**config.mk**
```make
export PLATFORM = sky130hd
export DESIGN_NAME = posit_construction
export DESIGN_NICKNAME = d
export VERILOG_FILES = /design/src/rtl/posit_pkg.sv /design/src/rtl/posit_round.sv /design/src/rtl/posit_construction.sv
export SDC_FILE = /design/constraint.sdc
export NUM_CORES = 1
export LEC_CHECK = 0
export BUFFER_PORTS_ARGS = -buffer_cell sky130_fd_sc_hd__buf_2
export CAP_MARGIN = 40
export CORE_MARGIN = 1
export CORE_UTILIZATION = 31
export DETAILED_ROUTE_END_ITERATION = 16
export HOLD_SLACK_MARGIN = 0.03
export PLACE_DENSITY = 0.61
export SLEW_MARGIN = 20
export SYNTH_ARGS = -nofsm -noshare
export SYNTH_HDL_FRONTEND = slang
export SYNTH_HIERARCHICAL = 1
export SYNTH_SLANG_ARGS = --single-unit
```
**constraint.sdc**
```tcl
create_clock -name clk_i -period 3 [get_ports clk_i]
set_clock_uncertainty 0.2 [all_clocks]
set_input_delay 0.45 -clock clk_i [delete_from_list [all_inputs] [get_ports clk_i]]
set_output_delay 0.45 -clock clk_i [all_outputs]
set_load 0.1 [all_outputs]
```
**src/rtl/posit_pkg.sv**
```systemverilog
// rtl/posit_pkg.sv - Posit format definitions shared by the PPU extraction and construction stages
//
// Contents:
//   posit_format_e           supported posit formats (all with ES = 2)
//   posit_width / exp_bits   N and ES of a format
//   posit_max_k / min_k      largest and smallest regime value that still encodes
//   POSITxx_NAR / _ZERO      special bit patterns per format
//   posit_fields_t           decoded posit fields, sized for the widest format

package posit_pkg;

    typedef enum logic [1:0] {
        POSIT8_ES2  = 2'd0,
        POSIT16_ES2 = 2'd1,
        POSIT32_ES2 = 2'd2
    } posit_format_e;

    localparam int P_N_MAX  = 32;
    localparam int P_ES_MAX = 2;
    localparam int P_RS_MAX = 5;

    localparam logic [7:0]  POSIT8_NAR   = 8'h80;
    localparam logic [7:0]  POSIT8_ZERO  = 8'h00;
    localparam logic [15:0] POSIT16_NAR  = 16'h8000;
    localparam logic [15:0] POSIT16_ZERO = 16'h0000;
    localparam logic [31:0] POSIT32_NAR  = 32'h8000_0000;
    localparam logic [31:0] POSIT32_ZERO = 32'h0000_0000;

    function automatic int posit_width(input posit_format_e fmt);
        case (fmt)
            POSIT16_ES2: return 16;
            POSIT32_ES2: return 32;
            default:     return 8;
        endcase
    endfunction

    function automatic int exp_bits(input posit_format_e fmt);
        case (fmt)
            default: return 2;
        endcase
    endfunction

    function automatic int posit_max_k(input posit_format_e fmt);
        return posit_width(fmt) - 2;
    endfunction

    function automatic int posit_min_k(input posit_format_e fmt);
        return -(posit_width(fmt) - 2);
    endfunction

    // Sized for the widest format; narrower formats use the low bits.
    typedef struct packed {
        logic                       sign;
        logic signed [P_RS_MAX+1:0] k;
        logic [P_ES_MAX-1:0]        exp;
        logic [P_N_MAX-1:0]         mant;
        logic                       sticky;
        logic                       nar;
        logic                       zero;
    } posit_fields_t;

endpackage

```
**src/rtl/posit_round.sv**
```systemverilog
// rtl/posit_round.sv - Rounds and clamps an (N-1)-bit posit magnitude
//
// Ports:
//   i_mag     N-1  unrounded magnitude (regime, exponent, fraction)
//   i_guard   1    first discarded bit
//   i_sticky  1    OR of all bits below the guard
//   o_mag     N-1  rounded magnitude, never zero and never wrapping past maxpos
//
// Build option: POSIT_CONSTRUCTION_RNE_EN selects round-to-nearest-even;
// without it the magnitude is truncated and guard/sticky are ignored.

module posit_round #(
    parameter int N = 8
) (
    input  logic [N-2:0] i_mag,
    input  logic         i_guard,
    input  logic         i_sticky,
    output logic [N-2:0] o_mag
);

    localparam logic [N-2:0] MAG_MAX = '1;
    localparam logic [N-2:0] MAG_MIN = (N-1)'(1);

    logic [N-2:0] w_mag;

`ifdef POSIT_CONSTRUCTION_RNE_EN
    logic         w_inc;
    logic [N-1:0] w_sum;

    assign w_inc = i_guard & (i_sticky | i_mag[0]);
    assign w_sum = {1'b0, i_mag} + {{(N-1){1'b0}}, w_inc};
    // A carry into bit N-1 would turn the magnitude into the NaR pattern.
    assign w_mag = w_sum[N-1] ? MAG_MAX : w_sum[N-2:0];
`else
    logic w_unused_round;

    assign w_unused_round = i_guard ^ i_sticky;
    assign w_mag          = i_mag;
`endif

    // A nonzero value must never collapse to the zero encoding.
    assign o_mag = (w_mag == '0) ? MAG_MIN : w_mag;

endmodule

```
**src/rtl/posit_construction.sv**
```systemverilog
// rtl/posit_construction.sv - Two-stage pipelined posit encoder (fields -> N-bit posit)
//
// Ports:
//   clk_i, rst_ni            clock, asynchronous active-low reset
//   in_valid_i / in_ready_o  input field handshake
//   sign_i, k_i, exp_i       sign, signed regime value, exponent field
//   mant_i                   mantissa with hidden bit at MSB
//   sticky_i                 OR of fraction bits discarded upstream
//   nar_i, zero_i            force NaR / zero
//   out_valid_o/out_ready_i  result handshake
//   result_o                 encoded posit
//
// Build option: POSIT_CONSTRUCTION_RNE_EN enables round-to-nearest-even;
// default build truncates. Latency is 2 cycles either way.

module posit_construction
    import posit_pkg::*;
#(
    parameter posit_format_e pFormat = posit_format_e'(0),
    localparam int N  = posit_width(pFormat),
    localparam int ES = exp_bits(pFormat),
    localparam int RS = $clog2(N)
) (
    input  logic                clk_i,
    input  logic                rst_ni,
    input  logic                in_valid_i,
    output logic                in_ready_o,
    input  logic                sign_i,
    input  logic signed [RS+1:0] k_i,
    input  logic [ES-1:0]       exp_i,
    input  logic [N-1:0]        mant_i,
    input  logic                sticky_i,
    input  logic                nar_i,
    input  logic                zero_i,
    output logic                out_valid_o,
    input  logic                out_ready_i,
    output logic [N-1:0]        result_o
);

    localparam int KW  = RS + 2;
    // Working field is wide enough that the longest in-range regime shift
    // never pushes exponent or fraction bits off the bottom.
    localparam int W   = 3 * N;
    localparam int PAD = W - 2 - ES - (N - 1);

    localparam logic signed [KW-1:0] K_MAX = KW'(posit_max_k(pFormat));
    localparam logic signed [KW-1:0] K_MIN = KW'(posit_min_k(pFormat));
    localparam logic [N-1:0] NAR_PATTERN   = {1'b1, {(N-1){1'b0}}};
    localparam logic [N-2:0] MAG_MAX       = '1;
    localparam logic [N-2:0] MAG_MIN       = (N-1)'(1);

    // Handshake
    logic w_s1_ready;
    logic w_in_fire;
    logic w_s1_fire;

    // Stage 1 combinational
    logic signed [W-1:0] w_start;
    logic signed [W-1:0] w_field;
    logic [KW-1:0]       w_shamt;
    logic [N-2:0]        w_mag;
    logic                w_maxpos;
    logic                w_minpos;
    logic                w_unused_hidden;

    // Stage 1 registers
    logic                r_s1_valid;
    logic                r_s1_sign;
    logic [N-2:0]        r_s1_mag;
    logic                r_s1_maxpos;
    logic                r_s1_minpos;
    logic                r_s1_nar;
    logic                r_s1_zero;
    logic                w_s1_guard;
    logic                w_s1_sticky;

    // Stage 2
    logic [N-2:0]        w_round_mag;
    logic [N-2:0]        w_mag_sel;
    logic [N-1:0]        w_pos;
    logic [N-1:0]        w_final;
    logic                r_s2_valid;
    logic [N-1:0]        r_result;

    assign w_s1_ready = ~r_s2_valid | out_ready_i;
    assign in_ready_o = ~r_s1_valid | w_s1_ready;
    assign w_in_fire  = in_valid_i & in_ready_o;
    assign w_s1_fire  = r_s1_valid & w_s1_ready;

    // Regime by arithmetic shift: a leading "10" replicates ones for k >= 0
    // (k+1 ones then a zero); a leading "01" replicates zeros for k < 0
    // (-k zeros then a one). For k < 0 the shift is -k-1, i.e. ~k.
    assign w_start = k_i[KW-1] ? {2'b01, exp_i, mant_i[N-2:0], {PAD{1'b0}}}
                               : {2'b10, exp_i, mant_i[N-2:0], {PAD{1'b0}}};
    assign w_shamt = k_i[KW-1] ? ~k_i : k_i;
    assign w_field = w_start >>> w_shamt;
    assign w_mag   = w_field[W-1 -: N-1];

    assign w_maxpos = (k_i > K_MAX);
    assign w_minpos = (k_i < K_MIN);

    assign w_unused_hidden = mant_i[N-1];

`ifdef POSIT_CONSTRUCTION_RNE_EN
    logic w_guard;
    logic w_sticky;
    logic r_s1_guard;
    logic r_s1_sticky;

    assign w_guard  = w_field[W-N];
    assign w_sticky = (|w_field[W-N-1:0]) | sticky_i;

    always_ff @(posedge clk_i or negedge rst_ni) begin
        if (!rst_ni) begin
            r_s1_guard  <= 1'b0;
            r_s1_sticky <= 1'b0;
        end else if (w_in_fire) begin
            r_s1_guard  <= w_guard;
            r_s1_sticky <= w_sticky;
        end
    end

    assign w_s1_guard  = r_s1_guard;
    assign w_s1_sticky = r_s1_sticky;
`else
    logic w_unused_trunc;

    assign w_unused_trunc = ^{w_field[W-N:0], sticky_i};
    assign w_s1_guard     = 1'b0;
    assign w_s1_sticky    = 1'b0;
`endif

    always_ff @(posedge clk_i or negedge rst_ni) begin
        if (!rst_ni) begin
            r_s1_valid <= 1'b0;
        end else if (in_ready_o) begin
            r_s1_valid <= in_valid_i;
        end
    end

    always_ff @(posedge clk_i or negedge rst_ni) begin
        if (!rst_ni) begin
            r_s1_sign   <= 1'b0;
            r_s1_mag    <= '0;
            r_s1_maxpos <= 1'b0;
            r_s1_minpos <= 1'b0;
            r_s1_nar    <= 1'b0;
            r_s1_zero   <= 1'b0;
        end else if (w_in_fire) begin
            r_s1_sign   <= sign_i;
            r_s1_mag    <= w_mag;
            r_s1_maxpos <= w_maxpos;
            r_s1_minpos <= w_minpos;
            r_s1_nar    <= nar_i;
            r_s1_zero   <= zero_i;
        end
    end

    posit_round #(
        .N (N)
    ) u_round (
        .i_mag    (r_s1_mag),
        .i_guard  (w_s1_guard),
        .i_sticky (w_s1_sticky),
        .o_mag    (w_round_mag)
    );

    always_comb begin
        w_mag_sel = w_round_mag;
        if (r_s1_maxpos) begin
            w_mag_sel = MAG_MAX;
        end else if (r_s1_minpos) begin
            w_mag_sel = MAG_MIN;
        end
        w_pos   = {1'b0, w_mag_sel};
        w_final = r_s1_sign ? (~w_pos + N'(1)) : w_pos;
        // Specials ignore sign and saturation entirely.
        if (r_s1_nar) begin
            w_final = NAR_PATTERN;
        end else if (r_s1_zero) begin
            w_final = '0;
        end
    end

    always_ff @(posedge clk_i or negedge rst_ni) begin
        if (!rst_ni) begin
            r_s2_valid <= 1'b0;
        end else if (w_s1_ready) begin
            r_s2_valid <= r_s1_valid;
        end
    end

    always_ff @(posedge clk_i or negedge rst_ni) begin
        if (!rst_ni) begin
            r_result <= '0;
        end else if (w_s1_fire) begin
            r_result <= w_final;
        end
    end

    assign out_valid_o = r_s2_valid;
    assign result_o    = r_result;

endmodule
```
# Word-level counts from Yosys, hierarchy flattened
# Index checks and enable logic that the tools add are counted.
dict set report totals {
  regBits 22
  output_inout_bits 10
  input_bits 23
}
dict set report op_classes {
  bitwise_logic 8
  shift 1
  n_mux 8
  n_addsub 1
  n_reduce_logical 1
  order_cmp 2
}
# operator n
set ops {}
lappend ops {{$mux 24} 1}
lappend ops {{$mux 8} 3}
lappend ops {{$sshr 24x5->24} 1}
lappend ops {{$mux 7} 3}
lappend ops {{$add 8x1->8 const B} 1}
lappend ops {{$not 7->8} 1}
lappend ops {{$logic_not 7->1} 1}
lappend ops {{$gt 5x4->1 const B} 1}
lappend ops {{$lt 5x4->1 const B} 1}
lappend ops {{$mux 5} 1}
lappend ops {{$not 5->5} 1}
lappend ops {{$and 1x1->1} 2}
lappend ops {{$not 1->1} 2}
lappend ops {{$or 1x1->1} 2}

# Longest topological paths before layout
# Gate-level depths: netlist of run 1.
dict set report depth {
  depth_word 9
  mapped_depth 7
}

# By module
# Netlist of run 1, hierarchy kept.
# mod area_each_um2 seq_area_each_um2 cells_per_inst instances
set by_module_without_submodules {}
lappend by_module_without_submodules {posit_construction 1496.4 550.5 181 1}
lappend by_module_without_submodules {posit_round 40.0 0.0 9 1}

# Least setup slack after synthesis of run 1
# No wires, ideal clock.
dict set report synth_timing {
  kind {register to register}
  start {register r_s2_valid (netlist: out_valid_o)}
  end {register r_s1_mag[1]}
  stages_incl_launch_ff 6
  n_path_buf 1
  arrival_time_ps 2838
  period_less_slack_ps 3164
  slack_ps -164
  setup_ps 126
  t_required_ps 2674
  path_cell_list {dfrtp_1 > nand3b_1 > and2_0 > clkbuf_1 > nor2_1 > o22ai_1}
}
dict set report synth_via {
  elab_chain_len 4
}
# item line_no
set synth_lines {}
lappend synth_lines {{start, declared} posit_construction.sv:82} ;# logic r_s2_valid;
lappend synth_lines {{start signal, assigned} posit_construction.sv:189} ;# r_s2_valid <= r_s1_valid;
lappend synth_lines {{$not 1->1} posit_construction.sv:85} ;# assign w_s1_ready = ~r_s2_valid | out_ready_i;
lappend synth_lines {{$or 1x1->1} posit_construction.sv:85}
lappend synth_lines {{$or 1x1->1} posit_construction.sv:86} ;# assign in_ready_o = ~r_s1_valid | w_s1_ready;
lappend synth_lines {{via in_ready_o} posit_construction.sv:27} ;# output logic in_ready_o,
lappend synth_lines {{$and 1x1->1} posit_construction.sv:87} ;# assign w_in_fire = in_valid_i & in_ready_o;
lappend synth_lines {{end signal, assigned} posit_construction.sv:151} ;# r_s1_mag <= w_mag;
lappend synth_lines {{end, declared} posit_construction.sv:69} ;# logic [N-2:0] r_s1_mag;
# The timed path passes the listed nets, and every way through them passes these cells.
# A chain may end at the register's enable or synchronous reset.

# Worst setup path after layout of run 1
dict set report layout_timing {
  start {input port k_i[4]}
  end {register r_s1_mag[1]}
}
dict set report layout_via {
  elab_chain_len 3
}
# item line_no
set layout_lines {}
lappend layout_lines {{start, declared} posit_construction.sv:29} ;# input logic signed [RS+1:0] k_i,
lappend layout_lines {{$not 5->5} posit_construction.sv:95} ;# assign w_shamt = k_i[KW-1] ? ~k_i : k_i;
lappend layout_lines {{$mux 5} posit_construction.sv:95}
lappend layout_lines {{$sshr 24x5->24 *} posit_construction.sv:96} ;# assign w_field = w_start >>> w_shamt;
# Every way passes the cells marked *; elsewhere a longest branch is shown, timed or not.

==> impl_metrics.ini, run 1 <==
[critical_path]
cp_max_fo = 21
cp.required_ps = 2980
rr_endpoint = result_o[6]
r2r_setup_slack_ps = 1010
startpoint_type = input pin
end_kind = register
crit_type = in -> reg
critPathArrivalTime_ps = 1980
reg2regPathDepth = 7
r2r_start = r_s1_mag[1]

[hold_path]
min_from = nar_i
hold_class = in -> reg
hold_depth = 3
hold_end = r_s1_nar

[routing]
drt_first_iter_violations = 77
vias = 1346
wl_um = 3096
ant_nets = 0
wl_per_cell_um = 11.42
dr.pass1.iters = 4
vias_per_cell = 4.967
drc_errors = 0

[place]
port_buffers = 26
dpl_cell_area_sq_um = 1668
gp_congestion = 0.8218
dp_hpwl_um = 2325
place_inst = 266

[sta]
max_freq_mhz = 500.0
min_period_over_period = 0.6666
tns_ps = 0
grt_setup_unrepaired = no
maxSlewViolCount = 0
setup_viol = 0
period_needed_ps = 2000
slew_headroom = 0.5871
finalHoldViolations = 0
max_slew.worst_pin.slew_ps = 619.0

[die]
die_w_um = 72.32
initial_core_util = 0.3224
die_y_um = 72.32
pin_count = 33
dieArea_sq_um = 5229
coreArea_sq_um = 4755
rows = 25

[cts]
clockBufferDepth = 2
cts_sinks = 22
cts_root_buffer = clkbuf_8
ctsResizeCount = 0
path_clk_slew_ps = 80
cts_tree = done
htree_levels = 1
insertion_delay_ps = 260
cts_inserted_buffers = 3

[run]
maxCapViolCount = 0

[logic_synthesis]
synth_warnings = 6
avgSynthCellArea_sq_um = 8.110
syn_nets = 215
syn-cell-area_sq_um = 1533
syn_inst = 189

[layout]
final_cells = 271
final_net_count = 231
fin_area_sq_um = 1733
antennaDiodeCount = 0
areaGrowthSynthToFinish_pct = 13.06
drive_gt1_frac = 0.1716

[grt]
antenna_found_initial = 0
met3_usage = 0.01389
grt_max_degree = 23
grt.overflow.total = 0
grt-busiest-layer = met2
grt_use_met1 = 0.1735
grt_use_met2 = 0.2201
grt_pass1_wl_um = 5464
grtUsageTotal = 0.1305
grt_pass1_vias = 1206

[power_and_ir_drop]
p_leak_uw = 0.0007970
ir_drop_mv = 0.2489
p_per_area_nw_per_um2 = 607.0

[outcome]
outcome = finished clean
power by group:
group | switching, uW | internal, uW | leakage (uW) | total, uW
Clock | 91.0 | 117 | 0.0000288 | 208
Combinational | 339 | 109 | 0.000501 | 449
Sequential | 45.4 | 350 | 0.000267 | 395
Total | 476 | 576 | 0.000797 | 1050
area by class of cell:
class	instances	area, sq um
Fill cell	536	3022
Multi-Input combinational cell	142	868.3
Timing Repair Buffer	27	140.1
Inverter	9	33.78
Clock buffer	4	55.05
Sequential cell	22	551.8
Tap cell	67	83.83
layer usage:
metal / wire [um] / vias up
li1: - / 689
met2: 1421 / 28
met5: 0 / -
met1: 1527 / 627
met3: 118 / 2
met4: 29 / 0
stage by stage:
| stage | setup WS (ps) | hold WS (ps) | total power, uW | utilization |
|---|---|---|---|---|
| floorplan | 232.5 | -45.59 | 776.3 | - |
| finish | 1000 | 190.0 | 1052 | 0.3645 |
| global placement | 748.6 | 238.5 | 848.1 | 0.3508 |
| CTS | 1000 | 185.6 | 1063 | 0.3645 |
| detailed placement | 736.5 | 239.6 | 853.3 | 0.3508 |
| global route | 766.1 | 207.0 | 1113 | 0.3645 |
timing repair:
action	in CTS	in global routing
hold buffers	1	0
setup buffers	0	0
hold endpoints to repair	22	0
sequential cells by signal (all words and copies together), names as in the netlist:
| name | cells |
|---|---|
| r_s1_sign | 1 |
| r_s1_mag | 7 |
| result_o | 8 |
| out_valid_o | 1 |
| r_s1_minpos | 1 |
| r_s1_zero | 1 |
| r_s1_maxpos | 1 |
| r_s1_valid | 1 |
| r_s1_nar | 1 |
cells in the final DEF (no fill, tap or decap), types with 2 or more instances in the layout:
master / instances
buf_2: 26
o21ai_0: 22
nand2_1: 22
dfrtp_1: 21
a21oi_1: 18
nor2_1: 13
inv_1: 9
mux2i_1: 9
nand2b_1: 8
a31oi_1: 5
xor2_1: 5
clkbuf_8: 4
and2_1: 3
o22ai_1: 3
o21bai_1: 3
ha_1: 3
nand3b_1: 2
nor3b_1: 2
a21o_1: 2
o21a_1: 2
or4_1: 2
xnor2_1: 2
nor4_1: 2
worst max-delay path by stage:
stage,startpoint,to,slack (ps),cells after the start
final,k_i[4],r_s1_mag[1],1000,5
after global routing,r_s1_mag[5],result_o[6],770,7
after CTS,k_i[4],r_s1_mag[1],1000,5
after detailed placement,k_i[4],r_s1_mag[1],740,5
after global placement,k_i[4],r_s1_mag[1],750,5
after floorplan,out_valid_o,r_s1_mag[1],230,5
worst max-delay path, cell delays in order:
cell     delay [ps]
buf_2           310
inv_1           140
ha_1            380
or4_1           540
o22ai_1         160
Note: power is estimated with default switching activity, not from simulation.
==> inputs of run 2 (changes only) <==
Settings changed: ABC_AREA set to 1, PLACE_DENSITY 0.61 to 0.64.
Clock period 3 ns to 1.7 ns, I/O delays scaled along.
==> run 2 against run 1 <==
Net effect: first-iteration DRC count fell by 32%; total power rose by 120%; clock-buffer cell count did not move; synthesized cell count rose by 7.4%.
==> impl_metrics.ini, run 2 <==
[layout]
mostFrequentLayoutCells = nand2_1, buf_2, nand3_1
antennaDiodeCount = 0
areaGrowthSynthToFinish_pct = 30.92
final_cells = 298
multi_input_comb_area_sq_um = 787.0
final_net_count = 273
seqCellArea_sq_um = 556.8
fin_area_sq_um = 1881
largest_register_ffs = 8
drive_gt1_frac = 0.2927
layout_commonest_cell = nand2_1
fill_cells = 456

[critical_path]
cp_max_fo = 3
crit_type = reg -> reg
critPathArrivalTime_ps = 1570
startpoint_type = register
end_kind = register
cp.required_ps = 1660

[grt]
grt_pass1_wl_um = 5168
antenna_found_initial = 0
grtUsageTotal = 0.1283
grt.overflow.total = 0
grt_max_degree = 23
grt_pass1_vias = 1212

[cts]
htree_levels = 1
cts_inserted_buffers = 3
insertion_delay_ps = 260
cts_sinks = 22
path_clk_slew_ps = 80
clockBufferDepth = 2
cts_root_buffer = clkbuf_8
cts_tree = done

[place]
gp_congestion = 0.8303
dpl_cell_area_sq_um = 1748
place_inst = 287
port_buffers = 26
dp_hpwl_um = 2317

[logic_synthesis]
avgSynthCellArea_sq_um = 7.076
synth_warnings = 6
syn_nets = 229
syn_inst = 203
syn-cell-area_sq_um = 1436

[routing]
wl_per_cell_um = 9.732
dr.pass1.iters = 4
vias = 1325
wl_um = 2900
drc_errors = 0
vias_per_cell = 4.446
drt_first_iter_violations = 52
ant_nets = 0

[hold_path]
hold_class = in -> reg

[die]
dieArea_sq_um = 4910
pin_count = 33
die_w_um = 70.07
coreArea_sq_um = 4414
initial_core_util = 0.3254
die_y_um = 70.07
rows = 24

[sta]
period_needed_ps = 1612
finalHoldViolations = 0
setup_viol = 0
max_freq_mhz = 620.4
maxSlewViolCount = 0
min_period_over_period = 0.9482
grt_setup_unrepaired = yes
max_slew.worst_pin.slew_ps = 482.8
slew_headroom = 0.6803

[run]
maxCapViolCount = 0

[power_and_ir_drop]
power_uw = 2279
p_leak_uw = 0.0009894
p_per_area_nw_per_um2 = 1212
ir_drop_mv = 0.4840

[outcome]
outcome = finished clean
run 2: repair_timing:
action | in CTS | in global routing
gates resized for setup | 2 | 5
setup endpoints to repair | 1 | 6
hold endpoints to repair | 25 | 0
setup buffers | 0 | 3
pin swaps | 0 | 5
hold buffers | 4 | 0
run 2: layout make-up:
type	count	area share
inverter	25	0.05123
clock buffer	4	0.02927
timing repair buffer	48	0.1703
tap	52	0.03460
sequential	22	0.2961
multi-input combinational	147	0.4185
run 2: final timing paths:
kind | from | end | slack, ps | cells past startpoint
max | r_s1_mag[1] | result_o[6] | 90 | 8
min | in_valid_i | r_s1_valid | 50 | 3
max reg2reg | r_s1_mag[1] | result_o[6] | 90 | 8
min reg2reg | result_o[4] | result_o[4] | 280 | 2
max in group asynchronous | rst_ni | out_valid_o | 660 | 2
min in group asynchronous | rst_ni | result_o[4] | 280 | 2
run 2: report_power, final:
| part | internal [uW] | switching [uW] | total [uW] |
|---|---|---|---|
| Sequential | 647 | 84.2 | 731 |
| Combinational | 322 | 857 | 1180 |
| Clock | 206 | 163 | 369 |
| Total | 1180 | 1100 | 2280 |
run 2: per-stage QoR:
step                      hold slack (ps)  setup WS [ps]  utilization  TNS [ps]
after global placement              34.77          7.773       0.3960         0
after global routing                73.48         -24.17       0.4260    -41.92
final                               45.78          88.07       0.4260         0
after CTS                           45.18          13.86       0.4187         0
after floorplan                    -240.6         -140.9            -    -928.1
after detailed placement            40.58         0.7625       0.3960         0
run 2: metal layers:
layer | share of wire | vias up | GRT usage
met3 | 0.026 | 5 | 0.01443
met4 | 0.018 | 0 | 0.05333
met5 | 0 | - | 0
met1 | 0.49 | 562 | 0.1639
li1 | - | 733 | -
met2 | 0.47 | 25 | 0.2190
run 2: worst max-delay path, cell delays in order, from the launching register on:
cell and delay [ps]:
dfrtp_1 390, buf_4 140, a21oi_1 190, ha_2 220, nand3_2 80, nand2_2 80, nand3_1 70, nand3_1 90
nand2_1 50
==> inputs of run 3 (changes only) <==
Settings changed: ABC_AREA 1 to unset, PLACE_DENSITY 0.64 to 0.63.
==> run 3 against run 2 <==
Net effect: the flow now finishes with violations (negative setup slack); critical path depth down 1; die area up 6.5%; final area up 6.7%; maximum frequency down 9.0%; clock power down 1%; worst hold slack better by 47 ps; sequential cell count unchanged; combinational power down 19%; worst setup slack worse by 160 ps; critical path type unchanged; critical endpoint unchanged.
==> impl_metrics.ini, run 3 (synthesis gave the netlist of run 1 again) <==
[cts]
clockBufferDepth = 2
cts_tree = done
htree_levels = 1
cts_inserted_buffers = 3
cts_sinks = 22
postCtsSetupRepairBufs = 0
insertion_delay_ps = 260
path_clk_slew_ps = 70
cts_root_buffer = clkbuf_8

[routing]
ant_nets = 0
vias_per_cell = 4.761
wl_per_cell_um = 10.92
drc_errors = 0
vias = 1414
dr.pass1.iters = 5
wl_um = 3242
drt_first_iter_violations = 46

[power_and_ir_drop]
p_per_area_nw_per_um2 = 992.9
clkPwrFrac = 0.183
p_int_uw = 1113
p_sw_frac = 0.4413
p_sw_uw = 879.5
ir_drop_mv = 0.5061
seqPwrFrac = 0.339
p_comb_frac = 0.478
p_leak_uw = 0.0009312

[place]
gp_congestion = 0.8067
port_buffers = 26
preCtsSetupSlack_ps = -91.59
dp_hpwl_um = 2575
place_inst = 288

[sta]
slew_headroom = 0.6760
period_needed_ps = 1772
grt_setup_unrepaired = yes
setup_viol = 4
maxSlewViolCount = 0
fin_hold_ws_ps = 92.66
max_freq_mhz = 564.2
finalHoldViolations = 0
min_period_over_period = 1.043
tns_ps = -199.6
worst_slack_ps = -72.32
max_slew.worst_pin.slew_ps = 489.4

[grt]
grtUsageTotal = 0.1363
grt.overflow.total = 0
grt_max_degree = 23
antenna_found_initial = 0
grt_pass1_wl_um = 5809
grt_pass1_vias = 1372

[critical_path]
end_kind = register
critPathArrivalTime_ps = 1720
critPathMaxStageDelay_ps = 390
crit_type = reg -> reg
rr_endpoint = result_o[6]
r2r_start = r_s1_mag[1]
cp_slowest_cell = dfrtp_1
cp_cell_sequence = nor4_2, a21o_1, nor3_2, ha_2, a41oi_2, xor2_1, o21ai_1
cp.required_ps = 1650
r2r_setup_slack_ps = -70
critical_path.startpoint = r_s1_mag[1]
critical_path.endpoint = result_o[6]
cp_max_fo = 3
startpoint_type = register
reg2regPathDepth = 7

[die]
rows = 25
pin_count = 33
coreArea_sq_um = 4755
initial_core_util = 0.3224
die_y_um = 72.32
die_w_um = 72.32
dieArea_sq_um = 5229

[layout]
areaGrowthSynthToFinish_pct = 30.94
layout_commonest_cell = buf_2
final_cells = 297
mostFrequentLayoutCells = buf_2, buf_4, nand2_1, dfrtp_1, o21ai_0
final_net_count = 257
fill_cells = 516
drive_gt1_frac = 0.2870
fin_util = 0.4221
antennaDiodeCount = 0
largest_register_ffs = 8

[run]
maxCapViolCount = 0

[hold_path]
hold_class = in -> reg

[outcome]
violations = negative setup slack
outcome = finished, violations left
[run 3: cell types whose count changed in the layout (fill, tap and decap cells not counted), moves of 5 or more]
cell      delta
a21oi_1      +5
inv_1       -11
mux2i_1      +9
nand2_1     -39
nand2b_1     +8
nand3_1     -21
o21ai_0     +12
[run 3: area by class of cell]
type | count | area (sq um) | share of cell area
clock buffers | 4 | 55.05 | 0.02743
inverters | 9 | 33.78 | 0.01683
multi-input cells | 142 | 919.6 | 0.4582
flip-flops and latches | 22 | 554.3 | 0.2762
well taps | 67 | 83.83 | 0.04177
repair buffers | 53 | 360.3 | 0.1796
[run 3: worst min path at each step]
stage | end | from | cells past startpoint | slack [ps]
finish | out_valid_o | out_ready_i | 3 | 90
global placement | result_o[7] | rst_ni | 1 | 40
detailed placement | result_o[7] | rst_ni | 1 | 40
global route | out_valid_o | out_ready_i | 3 | 130
CTS | out_valid_o | out_ready_i | 3 | 90
floorplan | r_s1_mag[0] | rst_ni | 0 | -240
[run 3: power groups by stage]
stage / combinational, uW / sequential, uW / clock [uW]
CTS: 954 / 676 / 380
detailed placement: 925 / 684 / 0
global placement: 919 / 681 / 0
floorplan: 356 / 1030 / 0
finish: 952 / 675 / 365
global route: 1030 / 687 / 392
[run 3: per-layer routing]
metal / part of all wire / up-vias / global-route usage
met1: 0.49 / 636 / 0.1763
li1: - / 740 / -
met5: 0 / - / 0
met3: 0.031 / 5 / 0.01667
met4: 0.011 / 0 / 0.03922
met2: 0.47 / 33 / 0.2378
[run 3: what timing repair did]
item                                    4_1_cts  5_1_grt
pin swaps                                     5        3
endpoints found under the hold margin        26        0
hold buffers                                  5        0
gates resized for setup                       6        2
endpoints found under the setup margin        6        7
[run 3: worst max-delay path: cells and delay by family, from the launching register on]
family                     cells  cell delay (ps)
and+or+nand+nor                2              320
xor gates and xnor gates       1              180
adders and majority gates      1              200
DFF                            1              390
AOI/OAI and AO/OA              3              380
[run 3: stage by stage]
step / area (sq um) / power (uW)
2_1_floorplan: 1570 / 1387
3_3_place_gp: 1871 / 1600
3_5_place_dp: 1871 / 1609
4_1_cts: 2001 / 2010
5_1_grt: 2007 / 2113
6_report: 2007 / 1993
